<file path="config.mk">
export PLATFORM = sky130hd
export DESIGN_NAME = video_sync_gen_flat
export DESIGN_NICKNAME = d
export VERILOG_FILES = /design/src/rtl/video_timing_pkg.sv /design/src/rtl/video_sync_gen_if.sv /design/src/rtl/raster_axis_counter.sv /design/src/rtl/video_sync_gen.sv /design/src/flat_wrapper.sv
export SDC_FILE = /design/constraint.sdc
export NUM_CORES = 1
export LEC_CHECK = 0
export BUFFER_PORTS_ARGS = -buffer_cell sky130_fd_sc_hd__buf_4
export CAP_MARGIN = 20
export CORE_AREA = 3 3 72 74
export DETAILED_ROUTE_END_ITERATION = 7
export DIE_AREA = 0 0 75 77
export GPL_TIMING_DRIVEN = 0
export PLACE_DENSITY = 0.54
export SLEW_MARGIN = 20
export SYNTH_ARGS = -nofsm -noshare
export SYNTH_HDL_FRONTEND = slang
export SYNTH_SLANG_ARGS = --single-unit
</file>
<file path="constraint.sdc">
create_clock -name clk -period 3.3 [get_ports clk]
set_input_delay 0.165 -clock clk [delete_from_list [all_inputs] [get_ports clk]]
set_output_delay 0.165 -clock clk [all_outputs]
set_load 0.005 [all_outputs]
</file>
<file path="src/rtl/video_timing_pkg.sv">
// Shared raster timing defaults and helpers for the arcade video path.
// Defaults describe the 15 kHz mode: 256x224 visible inside a 384x264 raster.
package video_timing_pkg;

  localparam int unsigned DEF_H_ACTIVE = 256;
  localparam int unsigned DEF_H_FP     = 24;
  localparam int unsigned DEF_H_SYNC   = 32;
  localparam int unsigned DEF_H_BP     = 72;

  localparam int unsigned DEF_V_ACTIVE = 224;
  localparam int unsigned DEF_V_FP     = 16;
  localparam int unsigned DEF_V_SYNC   = 8;
  localparam int unsigned DEF_V_BP     = 16;

  localparam int unsigned DEF_COLOR_W  = 4;

  localparam int unsigned CSYNC_AND = 0;
  localparam int unsigned CSYNC_XOR = 1;

  function automatic int unsigned seg_total(input int unsigned active, input int unsigned fp,
                                            input int unsigned sync, input int unsigned bp);
    return active + fp + sync + bp;
  endfunction

endpackage

</file>
<file path="src/rtl/video_sync_gen_if.sv">
// Pixel-in / raster-out bundle of the sync generator.
// master = the generator side, slave = the pixel source / monitor side.
interface video_sync_gen_if #(
  parameter int unsigned HW      = 9,
  parameter int unsigned VW      = 9,
  parameter int unsigned COLOR_W = 4
);
  logic               pix_ce;
  logic [COLOR_W-1:0] pix_r;
  logic [COLOR_W-1:0] pix_g;
  logic [COLOR_W-1:0] pix_b;
  logic [HW-1:0]      hcount;
  logic [VW-1:0]      vcount;
  logic               de;
  logic               line_start;
  logic               frame_start;
  logic               hsync_n;
  logic               vsync_n;
  logic               csync;
  logic [COLOR_W-1:0] video_r;
  logic [COLOR_W-1:0] video_g;
  logic [COLOR_W-1:0] video_b;

  modport master (
    input  pix_ce, pix_r, pix_g, pix_b,
    output hcount, vcount, de, line_start, frame_start,
           hsync_n, vsync_n, csync, video_r, video_g, video_b
  );

  modport slave (
    output pix_ce, pix_r, pix_g, pix_b,
    input  hcount, vcount, de, line_start, frame_start,
           hsync_n, vsync_n, csync, video_r, video_g, video_b
  );
endinterface

</file>
<file path="src/rtl/raster_axis_counter.sv">
// One raster axis: wrapping position counter plus blank/sync decode of the
// current position. Used once per line (H) and once per frame (V).
module raster_axis_counter
  import video_timing_pkg::*;
#(
  parameter  int unsigned ACTIVE = DEF_H_ACTIVE,
  parameter  int unsigned FP     = DEF_H_FP,
  parameter  int unsigned SYNC   = DEF_H_SYNC,
  parameter  int unsigned BP     = DEF_H_BP,
  localparam int unsigned TOTAL  = seg_total(ACTIVE, FP, SYNC, BP),
  localparam int unsigned W      = $clog2(TOTAL)
) (
  input  logic         clk,
  input  logic         reset,
  input  logic         inc,
  output logic [W-1:0] count,
  output logic         wrap,
  output logic         blank,
  output logic         sync_raw
);

  localparam logic [W-1:0] LAST    = W'(TOTAL - 1);
  localparam logic [W-1:0] ACT_END = W'(ACTIVE);
  localparam logic [W-1:0] SYNC_LO = W'(ACTIVE + FP);
  localparam logic [W-1:0] SYNC_HI = W'(ACTIVE + FP + SYNC - 1);

  if (ACTIVE == 0) begin : g_bad_active
    $error("raster_axis_counter: ACTIVE must be non-zero");
  end
  if (SYNC == 0) begin : g_bad_sync
    $error("raster_axis_counter: SYNC must be non-zero");
  end

  logic [W-1:0] cnt;

  assign wrap = inc && (cnt == LAST);

  always_ff @(posedge clk or posedge reset) begin
    if (reset) begin
      cnt <= '0;
    end else if (inc) begin
      cnt <= wrap ? '0 : cnt + W'(1);
    end
  end

  assign count    = cnt;
  assign blank    = cnt >= ACT_END;
  // A zero-width porch collapses naturally: the sync window then abuts its neighbour.
  assign sync_raw = (cnt >= SYNC_LO) && (cnt <= SYNC_HI);

endmodule

</file>
<file path="src/rtl/video_sync_gen.sv">
// Raster timing generator: H/V counters and display enable at stage 0,
// registered syncs, composite sync and blanked RGB one pixel later.
module video_sync_gen
  import video_timing_pkg::*;
#(
  parameter int unsigned H_ACTIVE   = DEF_H_ACTIVE,
  parameter int unsigned H_FP       = DEF_H_FP,
  parameter int unsigned H_SYNC     = DEF_H_SYNC,
  parameter int unsigned H_BP       = DEF_H_BP,
  parameter int unsigned V_ACTIVE   = DEF_V_ACTIVE,
  parameter int unsigned V_FP       = DEF_V_FP,
  parameter int unsigned V_SYNC     = DEF_V_SYNC,
  parameter int unsigned V_BP       = DEF_V_BP,
  parameter int unsigned COLOR_W    = DEF_COLOR_W,
  parameter int unsigned CSYNC_MODE = CSYNC_AND
) (
  input  logic             clk,
  input  logic             reset,
  video_sync_gen_if.master vif
);

  localparam int unsigned H_TOTAL = seg_total(H_ACTIVE, H_FP, H_SYNC, H_BP);
  localparam int unsigned V_TOTAL = seg_total(V_ACTIVE, V_FP, V_SYNC, V_BP);
  localparam int unsigned HW      = $clog2(H_TOTAL);
  localparam int unsigned VW      = $clog2(V_TOTAL);

  if (CSYNC_MODE > CSYNC_XOR) begin : g_bad_csync
    $error("video_sync_gen: CSYNC_MODE must be CSYNC_AND or CSYNC_XOR");
  end

  logic [HW-1:0]      hcnt;
  logic [VW-1:0]      vcnt;
  logic               h_wrap, v_wrap;
  logic               hblank, vblank;
  logic               hs_raw, vs_raw;
  logic               de;
  logic               csync_nxt;
  logic               line_start_q, frame_start_q;
  logic               hsync_q, vsync_q, csync_q;
  logic [COLOR_W-1:0] r_q, g_q, b_q;

  raster_axis_counter #(
    .ACTIVE (H_ACTIVE),
    .FP     (H_FP),
    .SYNC   (H_SYNC),
    .BP     (H_BP)
  ) u_hcnt (
    .clk      (clk),
    .reset    (reset),
    .inc      (vif.pix_ce),
    .count    (hcnt),
    .wrap     (h_wrap),
    .blank    (hblank),
    .sync_raw (hs_raw)
  );

  raster_axis_counter #(
    .ACTIVE (V_ACTIVE),
    .FP     (V_FP),
    .SYNC   (V_SYNC),
    .BP     (V_BP)
  ) u_vcnt (
    .clk      (clk),
    .reset    (reset),
    .inc      (h_wrap),
    .count    (vcnt),
    .wrap     (v_wrap),
    .blank    (vblank),
    .sync_raw (vs_raw)
  );

  assign de = ~hblank & ~vblank;

  always_comb begin
    csync_nxt = ~(hs_raw | vs_raw);
    if (CSYNC_MODE == CSYNC_XOR) begin
      csync_nxt = ~(hs_raw ^ vs_raw);
    end
  end

  // Pulses are written every clk so they self-clear on the cycle after the wrap.
  always_ff @(posedge clk or posedge reset) begin
    if (reset) begin
      line_start_q  <= 1'b0;
      frame_start_q <= 1'b0;
      hsync_q       <= 1'b1;
      vsync_q       <= 1'b1;
      csync_q       <= 1'b1;
      r_q           <= '0;
      g_q           <= '0;
      b_q           <= '0;
    end else begin
      line_start_q  <= h_wrap;
      frame_start_q <= h_wrap & v_wrap;
      if (vif.pix_ce) begin
        hsync_q <= ~hs_raw;
        vsync_q <= ~vs_raw;
        csync_q <= csync_nxt;
        r_q     <= de ? vif.pix_r : '0;
        g_q     <= de ? vif.pix_g : '0;
        b_q     <= de ? vif.pix_b : '0;
      end
    end
  end

  assign vif.hcount      = hcnt;
  assign vif.vcount      = vcnt;
  assign vif.de          = de;
  assign vif.line_start  = line_start_q;
  assign vif.frame_start = frame_start_q;
  assign vif.hsync_n     = hsync_q;
  assign vif.vsync_n     = vsync_q;
  assign vif.csync       = csync_q;
  assign vif.video_r     = r_q;
  assign vif.video_g     = g_q;
  assign vif.video_b     = b_q;

endmodule
</file>
<file path="src/flat_wrapper.sv">
// flat-port wrapper written by rule: the top's interface ports become plain ports
module video_sync_gen_flat import video_timing_pkg::*;
#(
  parameter int unsigned H_ACTIVE   = DEF_H_ACTIVE,
  parameter int unsigned H_FP       = DEF_H_FP,
  parameter int unsigned H_SYNC     = DEF_H_SYNC,
  parameter int unsigned H_BP       = DEF_H_BP,
  parameter int unsigned V_ACTIVE   = DEF_V_ACTIVE,
  parameter int unsigned V_FP       = DEF_V_FP,
  parameter int unsigned V_SYNC     = DEF_V_SYNC,
  parameter int unsigned V_BP       = DEF_V_BP,
  parameter int unsigned COLOR_W    = DEF_COLOR_W,
  parameter int unsigned CSYNC_MODE = CSYNC_AND
)
  (clk, reset, vif_pix_ce, vif_pix_r, vif_pix_g, vif_pix_b, vif_hcount, vif_vcount, vif_de, vif_line_start, vif_frame_start, vif_hsync_n, vif_vsync_n, vif_csync, vif_video_r, vif_video_g, vif_video_b);
  video_sync_gen_if #(.COLOR_W(COLOR_W)) vif_i ();
  input  logic clk;
  input  logic reset;
  input wire logic [$bits(vif_i.pix_ce)-1:0] vif_pix_ce;
  input wire logic [$bits(vif_i.pix_r)-1:0] vif_pix_r;
  input wire logic [$bits(vif_i.pix_g)-1:0] vif_pix_g;
  input wire logic [$bits(vif_i.pix_b)-1:0] vif_pix_b;
  output wire logic [$bits(vif_i.hcount)-1:0] vif_hcount;
  output wire logic [$bits(vif_i.vcount)-1:0] vif_vcount;
  output wire logic [$bits(vif_i.de)-1:0] vif_de;
  output wire logic [$bits(vif_i.line_start)-1:0] vif_line_start;
  output wire logic [$bits(vif_i.frame_start)-1:0] vif_frame_start;
  output wire logic [$bits(vif_i.hsync_n)-1:0] vif_hsync_n;
  output wire logic [$bits(vif_i.vsync_n)-1:0] vif_vsync_n;
  output wire logic [$bits(vif_i.csync)-1:0] vif_csync;
  output wire logic [$bits(vif_i.video_r)-1:0] vif_video_r;
  output wire logic [$bits(vif_i.video_g)-1:0] vif_video_g;
  output wire logic [$bits(vif_i.video_b)-1:0] vif_video_b;
  assign vif_i.pix_ce = vif_pix_ce;
  assign vif_i.pix_r = vif_pix_r;
  assign vif_i.pix_g = vif_pix_g;
  assign vif_i.pix_b = vif_pix_b;
  assign vif_hcount = vif_i.hcount;
  assign vif_vcount = vif_i.vcount;
  assign vif_de = vif_i.de;
  assign vif_line_start = vif_i.line_start;
  assign vif_frame_start = vif_i.frame_start;
  assign vif_hsync_n = vif_i.hsync_n;
  assign vif_vsync_n = vif_i.vsync_n;
  assign vif_csync = vif_i.csync;
  assign vif_video_r = vif_i.video_r;
  assign vif_video_g = vif_i.video_g;
  assign vif_video_b = vif_i.video_b;
  video_sync_gen #(.H_ACTIVE(H_ACTIVE), .H_FP(H_FP), .H_SYNC(H_SYNC), .H_BP(H_BP), .V_ACTIVE(V_ACTIVE), .V_FP(V_FP), .V_SYNC(V_SYNC), .V_BP(V_BP), .COLOR_W(COLOR_W), .CSYNC_MODE(CSYNC_MODE)) u_core (.clk(clk), .reset(reset), .vif(vif_i));
endmodule
</file>
==> out/qor.log <==
qor: die.rows 25
qor: cts.cts_tree yes
qor: layout.area_delta_synth_final 34.4%
qor: layout.num-fill-cells 458
qor: die.die_width 75 um
qor: setup_path.worst_ep_required_time 3.47 ns
qor: timing.finalHoldWorstSlack -0.00493 ns
qor: synthesis.mappedNetlistNets 171
qor: route.drt_pre_antenna_iters 4
qor: timing.final_max_slew_viol_count 0
qor: global_routing.number_of_global_route_vias_before_repair 1362
qor: synthesis.synth_async_sr_flop_share 100%
qor: worst_hold_path.holdCritPathClass in2async
qor: cts.insertion_delay 0.29 ns
qor: layout.n_antenna_cell 0
qor: global_routing.use_met2 22.5%
qor: synthesis.synth_warnings 0
qor: setup_path.arrival_time_of_data_at_the_critical_path_endpoint 2.37 ns
qor: pwr.leakage_component_of_the_power 1.04 nW
qor: layout.finish.net_count 228
qor: timing.max_slew_margin 48.7%
qor: die.top_level_ports 51
qor: cts.cts_inserted_buffers 5
qor: setup_path.worst_setup_path_startpoint u_core.u_hcnt.count[1]$_DFFE_PP0P_
qor: global_routing.pin_count_of_the_biggest_net_entering_global_routing 36
qor: synthesis.ys_ff_latch 35
qor: cts.ctsResizeCount 0
qor: run_status.failed_checks hold timing
qor: timing.final_period_minus_worst_setup_slack 2.20 ns
qor: global_routing.grt_pass1_wl 6.43 mm
qor: synthesis.synth-edff-count 0
qor: place.placedInstanceArea 2020 um2
qor: route.routed_wirelength 3.83 mm
qor: cts.clock_sink_count 35
qor: synthesis.yosysSeqAreaShare 55.8%
qor: timing.rsz0062_at_grt no
qor: synthesis.yosys.cell_types.count 28
qor: job.cap_violations 0
qor: route.viasPerCell 4.95
qor: global_routing.globalRouteTotalUtil 14.5%
qor: global_routing.antenna_found_initial 0
qor: route.dr.first_iter.drc_count 46
qor: setup_path.cp_max_fo 8
qor: route.wire_per_inst 14.5 um
qor: die.fp.dieArea 5780 um2
qor: synthesis.yosys_most_used_dff sky130_fd_sc_hd__dfrtp_1
qor: timing.setup_viol 0
qor: setup_path.timing_worst_setup_path_type reg2reg
qor: setup_path.worst_setup_path_end_kind flop
qor: route.drcViolationCount 0
qor: cts.clk_path_buf_depth 2
qor: cts.clockRootBuffer sky130_fd_sc_hd__clkbuf_8
qor: layout.post-route-cell-area 2120 um2
qor: timing.max_clock_freq 0.455 GHz
qor: place.post-dp-hpwl 2.83 mm
qor: timing.post-route-period-util 66.7%
qor: synthesis.synth.cell_area 1580 um2
qor: route.post_route_antenna_net_violation_count 0
qor: cts.clkTransAtPathRegs 0.07 ns
qor: route.via_count 1306
qor: place.place_congestion 0.858
qor: timing.finalHoldViolCount 4
qor: die.dieHeight 77 um
qor: pwr.ir_drop 0.203 mV
qor: layout.post_route_cells_drive_above_1_share 31.0%
qor: cts.cts_setup_buffers 0
qor: run_status.result_of_the_run finished with violations
qor: die.initial_core_util 33.8%
qor: global_routing.gr_util_met3 4.85%
qor: timing.fin_setup_tns 0 ns
qor: global_routing.gr-usage-met1 18.7%
qor: setup_path.critical_path.reg2reg.startpoint u_core.u_hcnt.count[1]$_DFFE_PP0P_
qor: cts.cts-htree-levels 2
qor: timing.tightest_slew 0.750 ns
qor: pwr.totalPowerFinal 1.03 mW
qor: die.design.core.area 4660 um2
qor: global_routing.top_usage_layer met2
qor: synthesis.number_of_instances_in_the_synthesized_netlist 152
qor: setup_path.critical_path.startpoint_type flop
qor: pwr.power-per-cell-area 486 nW/um2
qor: place.port_buffers 50
qor: synthesis.synth_area_per_cell 10.4 um2
qor: global_routing.grt_remaining_overflow 0
qor: cts.hold_buffers 0
qor: timing.fin_worst_skew 0.00755 ns
## worst paths after layout
check | endpoint | slack (ns) | cells after the start
min reg2reg | u_core.vif.video_r[0]$_DFFE_PP0P_ | 0.49 | 1
max | u_core.u_vcnt.count[7]$_DFFE_PP0N_ | 1.10 | 6
min in group clk | u_core.vif.video_g[1]$_DFFE_PP0P_ | 0.12 | 3
max reg2reg | u_core.u_vcnt.count[7]$_DFFE_PP0N_ | 1.10 | 6
min | u_core.vif.video_b[0]$_DFFE_PP0P_ | -0.005 | 2
max in group asynchronous | u_core.u_hcnt.count[4]$_DFFE_PP0P_ | 2.83 | 2
## power by group
part	total, mW	internal [mW]	switching [mW]	leakage [nW]
Combinational	0.171	0.0943	0.0765	0.538
Sequential	0.518	0.465	0.0525	0.446
Clock	0.342	0.190	0.151	0.0515
## final cells by class
cell class,instances,area [um2],area share (%)
inverter,12,45.0,2.13
timing repair buffer,50,375,17.7
buffer,7,28.8,1.36
clock buffer,8,100,4.72
multi-input combinational,98,623,29.4
sequential,35,880,41.5
tap,54,67.6,3.19
## state kept, by name (all words and copies together), names as in the netlist
| register | flops |
|---|---|
| u_core.u_hcnt.count | 9 |
| u_core.u_vcnt.count | 9 |
| u_core.vif.csync | 1 |
| u_core.vif.frame_start | 1 |
| u_core.vif.hsync_n | 1 |
| u_core.vif.line_start | 1 |
| u_core.vif.video_b | 4 |
| u_core.vif.video_g | 4 |
| u_core.vif.video_r | 4 |
| u_core.vif.vsync_n | 1 |
## cell families (layout without fill, tap and decap cells)
logic type | count (synthesis) | in the layout | share of synthesized area [%]
muxes | 1 | 1 | 0.714
DFF | 35 | 35 | 55.8
adders and majority gates | 4 | 4 | 3.17
and+or+nand+nor | 52 | 52 | 16.1
buffers and inverters | 19 | 77 | 4.68
xor gates and xnor gates | 10 | 10 | 5.56
AOI/OAI and AO/OA | 31 | 31 | 14.0
## synthesized netlist by cell type, types with 3 or more instances
cell	count	area (um2)
sky130_fd_sc_hd__dfrtp_1	32	801
sky130_fd_sc_hd__nand2_1	21	78.8
sky130_fd_sc_hd__inv_1	12	45.0
sky130_fd_sc_hd__o2bb2ai_1	12	105
sky130_fd_sc_hd__xnor2_1	9	78.8
sky130_fd_sc_hd__o21ai_0	8	40.0
sky130_fd_sc_hd__nand3_1	7	35.0
sky130_fd_sc_hd__nor2_1	7	26.3
sky130_fd_sc_hd__a21oi_1	5	25.0
sky130_fd_sc_hd__clkbuf_1	5	18.8
sky130_fd_sc_hd__nand4_1	5	31.3
sky130_fd_sc_hd__ha_1	4	50.1
sky130_fd_sc_hd__dfstp_2	3	78.8
sky130_fd_sc_hd__or4_1	3	22.5
## critical path, stage by stage (launching register included)
cell and delay [ns]:
sky130_fd_sc_hd__dfrtp_1 0.43, sky130_fd_sc_hd__ha_1 0.23, sky130_fd_sc_hd__nand4_2 0.18, sky130_fd_sc_hd__or3_1 0.39
sky130_fd_sc_hd__buf_2 0.18, sky130_fd_sc_hd__or4_1 0.53, sky130_fd_sc_hd__xnor2_1 0.14
## layout by cell type (no fill, tap or decap), types with 7 or more instances in the layout
| master | instances |
|---|---|
| sky130_fd_sc_hd__nor2_1 | 7 |
| sky130_fd_sc_hd__clkbuf_8 | 7 |
| sky130_fd_sc_hd__inv_1 | 11 |
| sky130_fd_sc_hd__xnor2_1 | 9 |
| sky130_fd_sc_hd__buf_4 | 50 |
| sky130_fd_sc_hd__dfrtp_1 | 32 |
| sky130_fd_sc_hd__nand2_1 | 21 |
| sky130_fd_sc_hd__nand3_1 | 7 |
| sky130_fd_sc_hd__o21ai_0 | 8 |
| sky130_fd_sc_hd__o2bb2ai_1 | 12 |
## layer usage
metal,wire length (um),vias to the layer above
met2,1830,39
met3,241,4
met4,44,0
met5,0,-
met1,1720,623
li1,-,640
## metrics by stage
stage                     setup slack (ns)  instances  utilization, %
after floorplan                       1.26        152               -
after global placement                1.11        256            43.3
after detailed placement              1.10        256            43.3
after CTS                             1.08        264            45.5
after global routing                 0.974        264            45.5
final                                 1.10        264            45.5
(Power assumes the default switching activity.)
